<file path="config.mk">
export PLATFORM = sky130hd
export DESIGN_NAME = glyph_fetch_sequencer
export DESIGN_NICKNAME = d
export VERILOG_FILES = /design/src/rtl/gpu_font_pkg.sv /design/src/rtl/glyph_addr_calc.sv /design/src/rtl/glyph_fetch_sequencer.sv
export SDC_FILE = /design/constraint.sdc
export NUM_CORES = 2
export LEC_CHECK = 0
export CORE_ASPECT_RATIO = 0.9
export CORE_MARGIN = 5
export CORE_UTILIZATION = 50
export CTS_BUF_LIST = sky130_fd_sc_hd__clkbuf_8
export DETAILED_ROUTE_END_ITERATION = 8
export HOLD_SLACK_MARGIN = 0.06
export PLACE_DENSITY = 0.68
export REMOVE_ABC_BUFFERS = 1
export SLEW_MARGIN = 5
export SYNTH_ARGS = -nofsm -noshare
export SYNTH_HDL_FRONTEND = slang
export SYNTH_SLANG_ARGS = --single-unit
export TNS_END_PERCENT = 5
</file>
<file path="constraint.sdc">
create_clock -name clk -period 61.7 [get_ports clk]
set_input_delay 9.255 -clock clk [delete_from_list [all_inputs] [get_ports clk]]
set_output_delay 9.255 -clock clk [all_outputs]
set_load 0.01 [all_outputs]
</file>
<file path="src/rtl/gpu_font_pkg.sv">
// Shared constants and FSM state encoding for the glyph fetch path.
//
// Stored glyph geometry: 64 px wide (CHAR_W_BITS), 128 px tall (CHAR_H_BITS),
// 256 glyphs per font, so consecutive fonts are 2^FONT_SHIFT bits apart.
package gpu_font_pkg;

    localparam int CHAR_W_BITS = 6;
    localparam int CHAR_H_BITS = 7;
    localparam int FONT_SHIFT  = CHAR_W_BITS + CHAR_H_BITS + 8;

    typedef enum logic [2:0] {
        S_IDLE = 3'd0,
        S_CALC = 3'd1,
        S_REQ  = 3'd2,
        S_WAIT = 3'd3,
        S_EMIT = 3'd4,
        S_DONE = 3'd5
    } state_t;

endpackage

</file>
<file path="src/rtl/glyph_addr_calc.sv">
// Combinational scaled-address unit.
//
// Maps a rendered-cell offset (xo, yo) inside a w x h cell onto the stored
// 64x128 glyph so that offset 0 lands on stored pixel 0 and offset w-1 / h-1
// lands on stored pixel 63 / 127. Returns the bit address in the font bitmap.
//
// Ports:
//   idx       in   font index
//   w, h      in   rendered cell width / height (w or h of 0 or 1 gives a 0 term)
//   xo, yo    in   offset of the current pixel within the cell
//   bit_addr  out  unsigned bit address, truncated to ADDR_W
module glyph_addr_calc
    import gpu_font_pkg::*;
#(
    parameter int COORD_W = 16,
    parameter int ADDR_W  = 30
) (
    input  logic [15:0]        idx,
    input  logic [COORD_W-1:0] w,
    input  logic [COORD_W-1:0] h,
    input  logic [COORD_W-1:0] xo,
    input  logic [COORD_W-1:0] yo,
    output logic [ADDR_W-1:0]  bit_addr
);

    localparam int XN_W  = COORD_W + CHAR_W_BITS;
    localparam int YN_W  = COORD_W + CHAR_H_BITS;
    localparam int X_MAX = (1 << CHAR_W_BITS) - 1;
    localparam int Y_MAX = (1 << CHAR_H_BITS) - 1;

    logic [XN_W-1:0] x_num, x_den, x_term;
    logic [YN_W-1:0] y_num, y_den, y_term;

    always_comb begin
        x_num  = XN_W'(xo) * XN_W'(X_MAX);
        x_den  = XN_W'(w) - XN_W'(1);
        y_num  = YN_W'(yo) * YN_W'(Y_MAX);
        y_den  = YN_W'(h) - YN_W'(1);
        // A one-pixel (or empty) dimension has no span to scale over;
        // the guard also keeps the divider away from a zero divisor.
        x_term = '0;
        y_term = '0;
        if (w > COORD_W'(1)) x_term = x_num / x_den;
        if (h > COORD_W'(1)) y_term = y_num / y_den;
        bit_addr = (ADDR_W'(idx) << FONT_SHIFT)
                 + (ADDR_W'(y_term) << CHAR_W_BITS)
                 + ADDR_W'(x_term);
    end

endmodule

</file>
<file path="src/rtl/glyph_fetch_sequencer.sv">
// Glyph fetch sequencer: walks every pixel of one character cell, fetches the
// matching font byte from flash and emits one on/off pixel per cell position.
//
// Optional build macro: GLYPH_BYTE_CACHE_EN adds a one-entry byte cache so that
// pixels falling in the last fetched byte skip the flash round trip.
//
// Ports:
//   clk, rst_n                       clock, asynchronous active-low reset
//   cmd_valid / cmd_ready            draw-cell command handshake (ready only in IDLE)
//   cmd_font_idx, cmd_w, cmd_h,
//   cmd_x0, cmd_y0                   command fields, latched on acceptance
//   rd_valid / rd_ready / rd_addr    flash byte read request
//   rsp_valid / rsp_data             flash read data, one per accepted request, in order
//   px_valid / px_ready              pixel handshake to the raster writer
//   px_x, px_y, px_on                pixel screen coordinate and glyph bit
//   busy                             FSM not in IDLE
//   done                             one-cycle pulse after the last pixel is accepted
//   fsm_state                        current FSM state, for observation
//
// Handshakes: every valid/ready pair transfers on a clock edge where both are
// high; once this block raises a valid it holds it and its payload unchanged
// until that edge. rsp_valid has no ready and is only looked at in WAIT.
module glyph_fetch_sequencer
    import gpu_font_pkg::*;
#(
    parameter int COORD_W = 16,
    parameter int ADDR_W  = 30
) (
    input  logic                clk,
    input  logic                rst_n,
    input  logic                cmd_valid,
    output logic                cmd_ready,
    input  logic [15:0]         cmd_font_idx,
    input  logic [COORD_W-1:0]  cmd_w,
    input  logic [COORD_W-1:0]  cmd_h,
    input  logic [COORD_W-1:0]  cmd_x0,
    input  logic [COORD_W-1:0]  cmd_y0,
    output logic                rd_valid,
    input  logic                rd_ready,
    output logic [ADDR_W-4:0]   rd_addr,
    input  logic                rsp_valid,
    input  logic [7:0]          rsp_data,
    output logic                px_valid,
    input  logic                px_ready,
    output logic [COORD_W-1:0]  px_x,
    output logic [COORD_W-1:0]  px_y,
    output logic                px_on,
    output logic                busy,
    output logic                done,
    output state_t              fsm_state
);

    state_t              state_q, state_d;
    logic [15:0]         idx_q;
    logic [COORD_W-1:0]  w_q, h_q, x0_q, y0_q;
    logic [COORD_W-1:0]  xo_q, yo_q;
    logic [ADDR_W-1:0]   addr_q, addr_calc;
    logic                px_on_q;
    logic                last_col, last_px;
    logic                cache_hit;
    logic [7:0]          cache_byte;

    glyph_addr_calc #(
        .COORD_W (COORD_W),
        .ADDR_W  (ADDR_W)
    ) u_addr_calc (
        .idx      (idx_q),
        .w        (w_q),
        .h        (h_q),
        .xo       (xo_q),
        .yo       (yo_q),
        .bit_addr (addr_calc)
    );

    assign last_col = (xo_q == w_q - COORD_W'(1));
    assign last_px  = last_col && (yo_q == h_q - COORD_W'(1));

`ifdef GLYPH_BYTE_CACHE_EN
    logic               cache_valid;
    logic [ADDR_W-4:0]  cache_tag;
    logic [7:0]         cache_data;

    assign cache_hit  = cache_valid && (cache_tag == addr_calc[ADDR_W-1:3]);
    assign cache_byte = cache_data;

    // Refilled from every flash response; forgotten on each new command so a
    // stale byte never leaks across cells.
    always_ff @(posedge clk or negedge rst_n) begin
        if (!rst_n) begin
            cache_valid <= 1'b0;
            cache_tag   <= '0;
            cache_data  <= '0;
        end else if (state_q == S_IDLE && cmd_valid) begin
            cache_valid <= 1'b0;
        end else if (state_q == S_WAIT && rsp_valid) begin
            cache_valid <= 1'b1;
            cache_tag   <= addr_q[ADDR_W-1:3];
            cache_data  <= rsp_data;
        end
    end
`else
    assign cache_hit  = 1'b0;
    assign cache_byte = 8'h00;
`endif

    always_comb begin
        state_d = state_q;
        unique case (state_q)
            S_IDLE: if (cmd_valid) begin
                state_d = (cmd_w == '0 || cmd_h == '0) ? S_DONE : S_CALC;
            end
            S_CALC: state_d = cache_hit ? S_EMIT : S_REQ;
            S_REQ:  if (rd_ready)  state_d = S_WAIT;
            S_WAIT: if (rsp_valid) state_d = S_EMIT;
            S_EMIT: if (px_ready)  state_d = last_px ? S_DONE : S_CALC;
            S_DONE: state_d = S_IDLE;
            default: state_d = S_IDLE;
        endcase
    end

    always_ff @(posedge clk or negedge rst_n) begin
        if (!rst_n) begin
            state_q <= S_IDLE;
            idx_q   <= '0;
            w_q     <= '0;
            h_q     <= '0;
            x0_q    <= '0;
            y0_q    <= '0;
            xo_q    <= '0;
            yo_q    <= '0;
            addr_q  <= '0;
            px_on_q <= 1'b0;
        end else begin
            state_q <= state_d;
            unique case (state_q)
                S_IDLE: if (cmd_valid) begin
                    idx_q <= cmd_font_idx;
                    w_q   <= cmd_w;
                    h_q   <= cmd_h;
                    x0_q  <= cmd_x0;
                    y0_q  <= cmd_y0;
                    xo_q  <= '0;
                    yo_q  <= '0;
                end
                S_CALC: begin
                    addr_q <= addr_calc;
                    if (cache_hit) px_on_q <= cache_byte[addr_calc[2:0]];
                end
                S_WAIT: if (rsp_valid) px_on_q <= rsp_data[addr_q[2:0]];
                S_EMIT: if (px_ready) begin
                    // Raster order; after the last pixel the counters are left
                    // as they are, the next command reloads them.
                    if (last_col) begin
                        xo_q <= '0;
                        yo_q <= yo_q + COORD_W'(1);
                    end else begin
                        xo_q <= xo_q + COORD_W'(1);
                    end
                end
                default: ;
            endcase
        end
    end

    assign cmd_ready = (state_q == S_IDLE);
    assign busy      = (state_q != S_IDLE);
    assign rd_valid  = (state_q == S_REQ);
    assign px_valid  = (state_q == S_EMIT);
    assign done      = (state_q == S_DONE);
    assign rd_addr   = addr_q[ADDR_W-1:3];
    assign px_x      = x0_q + xo_q;
    assign px_y      = y0_q + yo_q;
    assign px_on     = px_on_q;
    assign fsm_state = state_q;

endmodule

</file>
==> results.cfg <==
[setup_path]
cp-end-kind = flip-flop
timing.critical_path.from = yo_q[6]
cp_data_required_time_ns = 62.13
r2r-end = addr_q[29]
startpoint_type = flip-flop
crit_path_frequent_cell = ha_1
reg2reg_from = yo_q[6]
slowest_delay_ns = 0.62
cp_max_fo = 25
worst_ep_arrival_time_ns = 58.45
rr_worst_depth = 253
crit_end = addr_q[29]
crit_type = reg -> reg
reg2reg_slack_ns = 3.67
crit_slowest_cell = or4b_2

[floorplanning]
ioPinCount = 162
start_util_pct = 50.3
dieArea_mm2 = 0.0889
core_area_mm2 = 0.0826
die_h_um = 283
num_rows = 100
die_w_um = 314

[timing]
tightest_slew_ns = 1.08
finalCriticalPeriod_ns = 58.03
fin_ws_ns = 3.67
final_hold_viol_count = 0
slew_headroom_pct = 27.9
setup_violations = 0
fmax_mhz = 17.2
finClkSkew_ns = 0.0531
fin_crit_sh_pct = 94.0
drv_slew = 0

[logic_synthesis]
ys_types = 109
yosys-top-cells-area = ha_1 22%, dfrtp_1 8.4%, xnor2_1 5.4%
synth_edf_count = 0
ys_warn_count = 0
ys_ff_latch = 139
synth-seq-area-share_pct = 8.38
syn_area_mm2 = 0.0415
avgSynthCellArea_um2 = 7.60
synth_top_cell_area_share_pct = 21.6
yosys.area.top_type = ha_1
syn_inst = 5465
synth_ff_type = dfrtp_1
synth_most_common_cell = ha_1
ys_async_sr_fraction_pct = 100
synth_commonest_cells = 717 x ha_1, 559 x nor2_1, 449 x nand2_1, 338 x a21oi_1, 333 x o21ai_0

[final_layout]
nNetsFinal = 6602
antennaDiodeCount = 0
n_fill_cell = 7869
layout-drive-gt1-share_pct = 10.2
fin_area_mm2 = 0.0460
regArea_mm2 = 0.00348
syn2layout_area_growth_pct = 10.8
multi_input_area_mm2 = 0.0363

[global_route]
grt_pass1_wl_mm = 208
gr-total-overflow = 0
antenna_found_initial = 2
first_global_vias = 38800
grt_max_degree = 91
grt_usage_pct = 28.4

[drt]
drtPass1Iterations = 6
drt_wl_total_mm = 131
avgRoutedWirePerCell_um = 19.3
dr.first_iter.drc_count = 3443
drc_errors = 0
ant_nets = 0
viasPerCell = 6.15
num_vias = 41700

[run]
cap_violations = 0

[clock_tree]
htree_levels = 4
cts_tree = built
numCtsBuffers = 17
cts-root-buf = clkbuf_8
clkLatencyLatePin_ns = 0.61
clk_pin_slew_worst_paths_ns = 0.09
cts_sinks = 139
cts_max_path_buffers = 2

[placement]
placed_cell_area_mm2 = 0.0454
port_buffers = 154
post-place-ws_ns = 2.12
gp_congestion = 0.947
post-dp-hpwl_mm = 105

[worst_hold_path]
hp-class = reg -> reg

[run_status]
status = finished clean
[worst max-delay path, delay by kind of cell (launching register included)]
kind	cells	cell delay, ns
AOI/OAI and AO/OA	134	30.20
xor gates and xnor gates	2	0.68
adders and majority gates	31	9.69
buffers and inverters	23	3.83
DFF	1	0.48
muxes	4	1.20
and+or+nand+nor	59	11.72
[flip-flops by register name, summed over array words and instances, names as in the netlist]
name,flops
h_q,16
addr_q,30
idx_q,9
px_on,1
fsm_state,3
xo_q,16
w_q,16
y0_q,16
x0_q,16
yo_q,16
[how the worst min path moves through the flow]
stage          slack, ns  cells after the start    endpoint  startpoint
6_report            0.49                      2  addr_q[29]  addr_q[29]
5_1_grt             0.52                      2  addr_q[27]  addr_q[27]
4_1_cts             0.49                      2  addr_q[29]  addr_q[29]
3_5_place_dp        0.47                      2  addr_q[12]  addr_q[12]
3_3_place_gp        0.46                      2  addr_q[15]  addr_q[15]
2_1_floorplan       0.47                      2   addr_q[2]   addr_q[2]
[repair_timing]
action,CTS,global route
hold buffers,0,0
setup endpoints to repair,0,24
setup buffers,0,7
gates resized for setup,0,29
[per-stage QoR]
step | TNS [ns] | instances | hold slack, ns | util, %
after floorplan | 0 | 5294 | 0.472 | -
after global placement | 0 | 6736 | 0.459 | 55.0
after detailed placement | 0 | 6736 | 0.470 | 55.0
after CTS | 0 | 6768 | 0.492 | 55.5
after global routing | -0.0756 | 6775 | 0.515 | 55.7
final | 0 | 6775 | 0.489 | 55.7
[area by class of cell]
| class | instances | share of cell area (%) |
|---|---|---|
| Clock buffer | 18 | 0.539 |
| Multi-Input combinational cell | 4838 | 79.0 |
| Timing Repair Buffer | 378 | 7.01 |
| Clock inverter | 14 | 0.373 |
| Inverter | 317 | 2.59 |
| Tap cell | 1071 | 2.91 |
| Sequential cell | 139 | 7.57 |
[routing by layer]
layer	up-vias	GRT usage, %	share of wire [%]
met2	1368	42.4	42
li1	20500	-	-
met5	-	0	0
met3	180	4.61	8.0
met1	19600	42.5	48
met4	0	7.06	2.4
[cells by family after synthesis]
family	share of synthesized area (%)
adder cells (fa/ha/maj)	26.4
AND/OR/NAND/NOR	21.8
buffers and inverters	4.78
multiplexers	5.20
flip-flops	8.38
AO/OA/AOI/OAI	25.3
XOR/XNOR	8.16
[placed cells by master, fill, tap and decap left out, types with 123 or more instances in the layout]
cell type and count:
a21o_1 169, ha_1 717, o21ai_0 330, xnor2_1 247, a21oi_1 335, buf_4 224
dfrtp_1 137, nor2_1 552, clkdlybuf4s50_1 153, mux2_2 157, nand2_1 448, o21a_1 168
xor2_1 124, inv_1 315, nand3_1 123, nor3_1 212
Power is not shown: default switching activity piles up to over one toggle a cycle in this logic, so the estimate is an artifact.
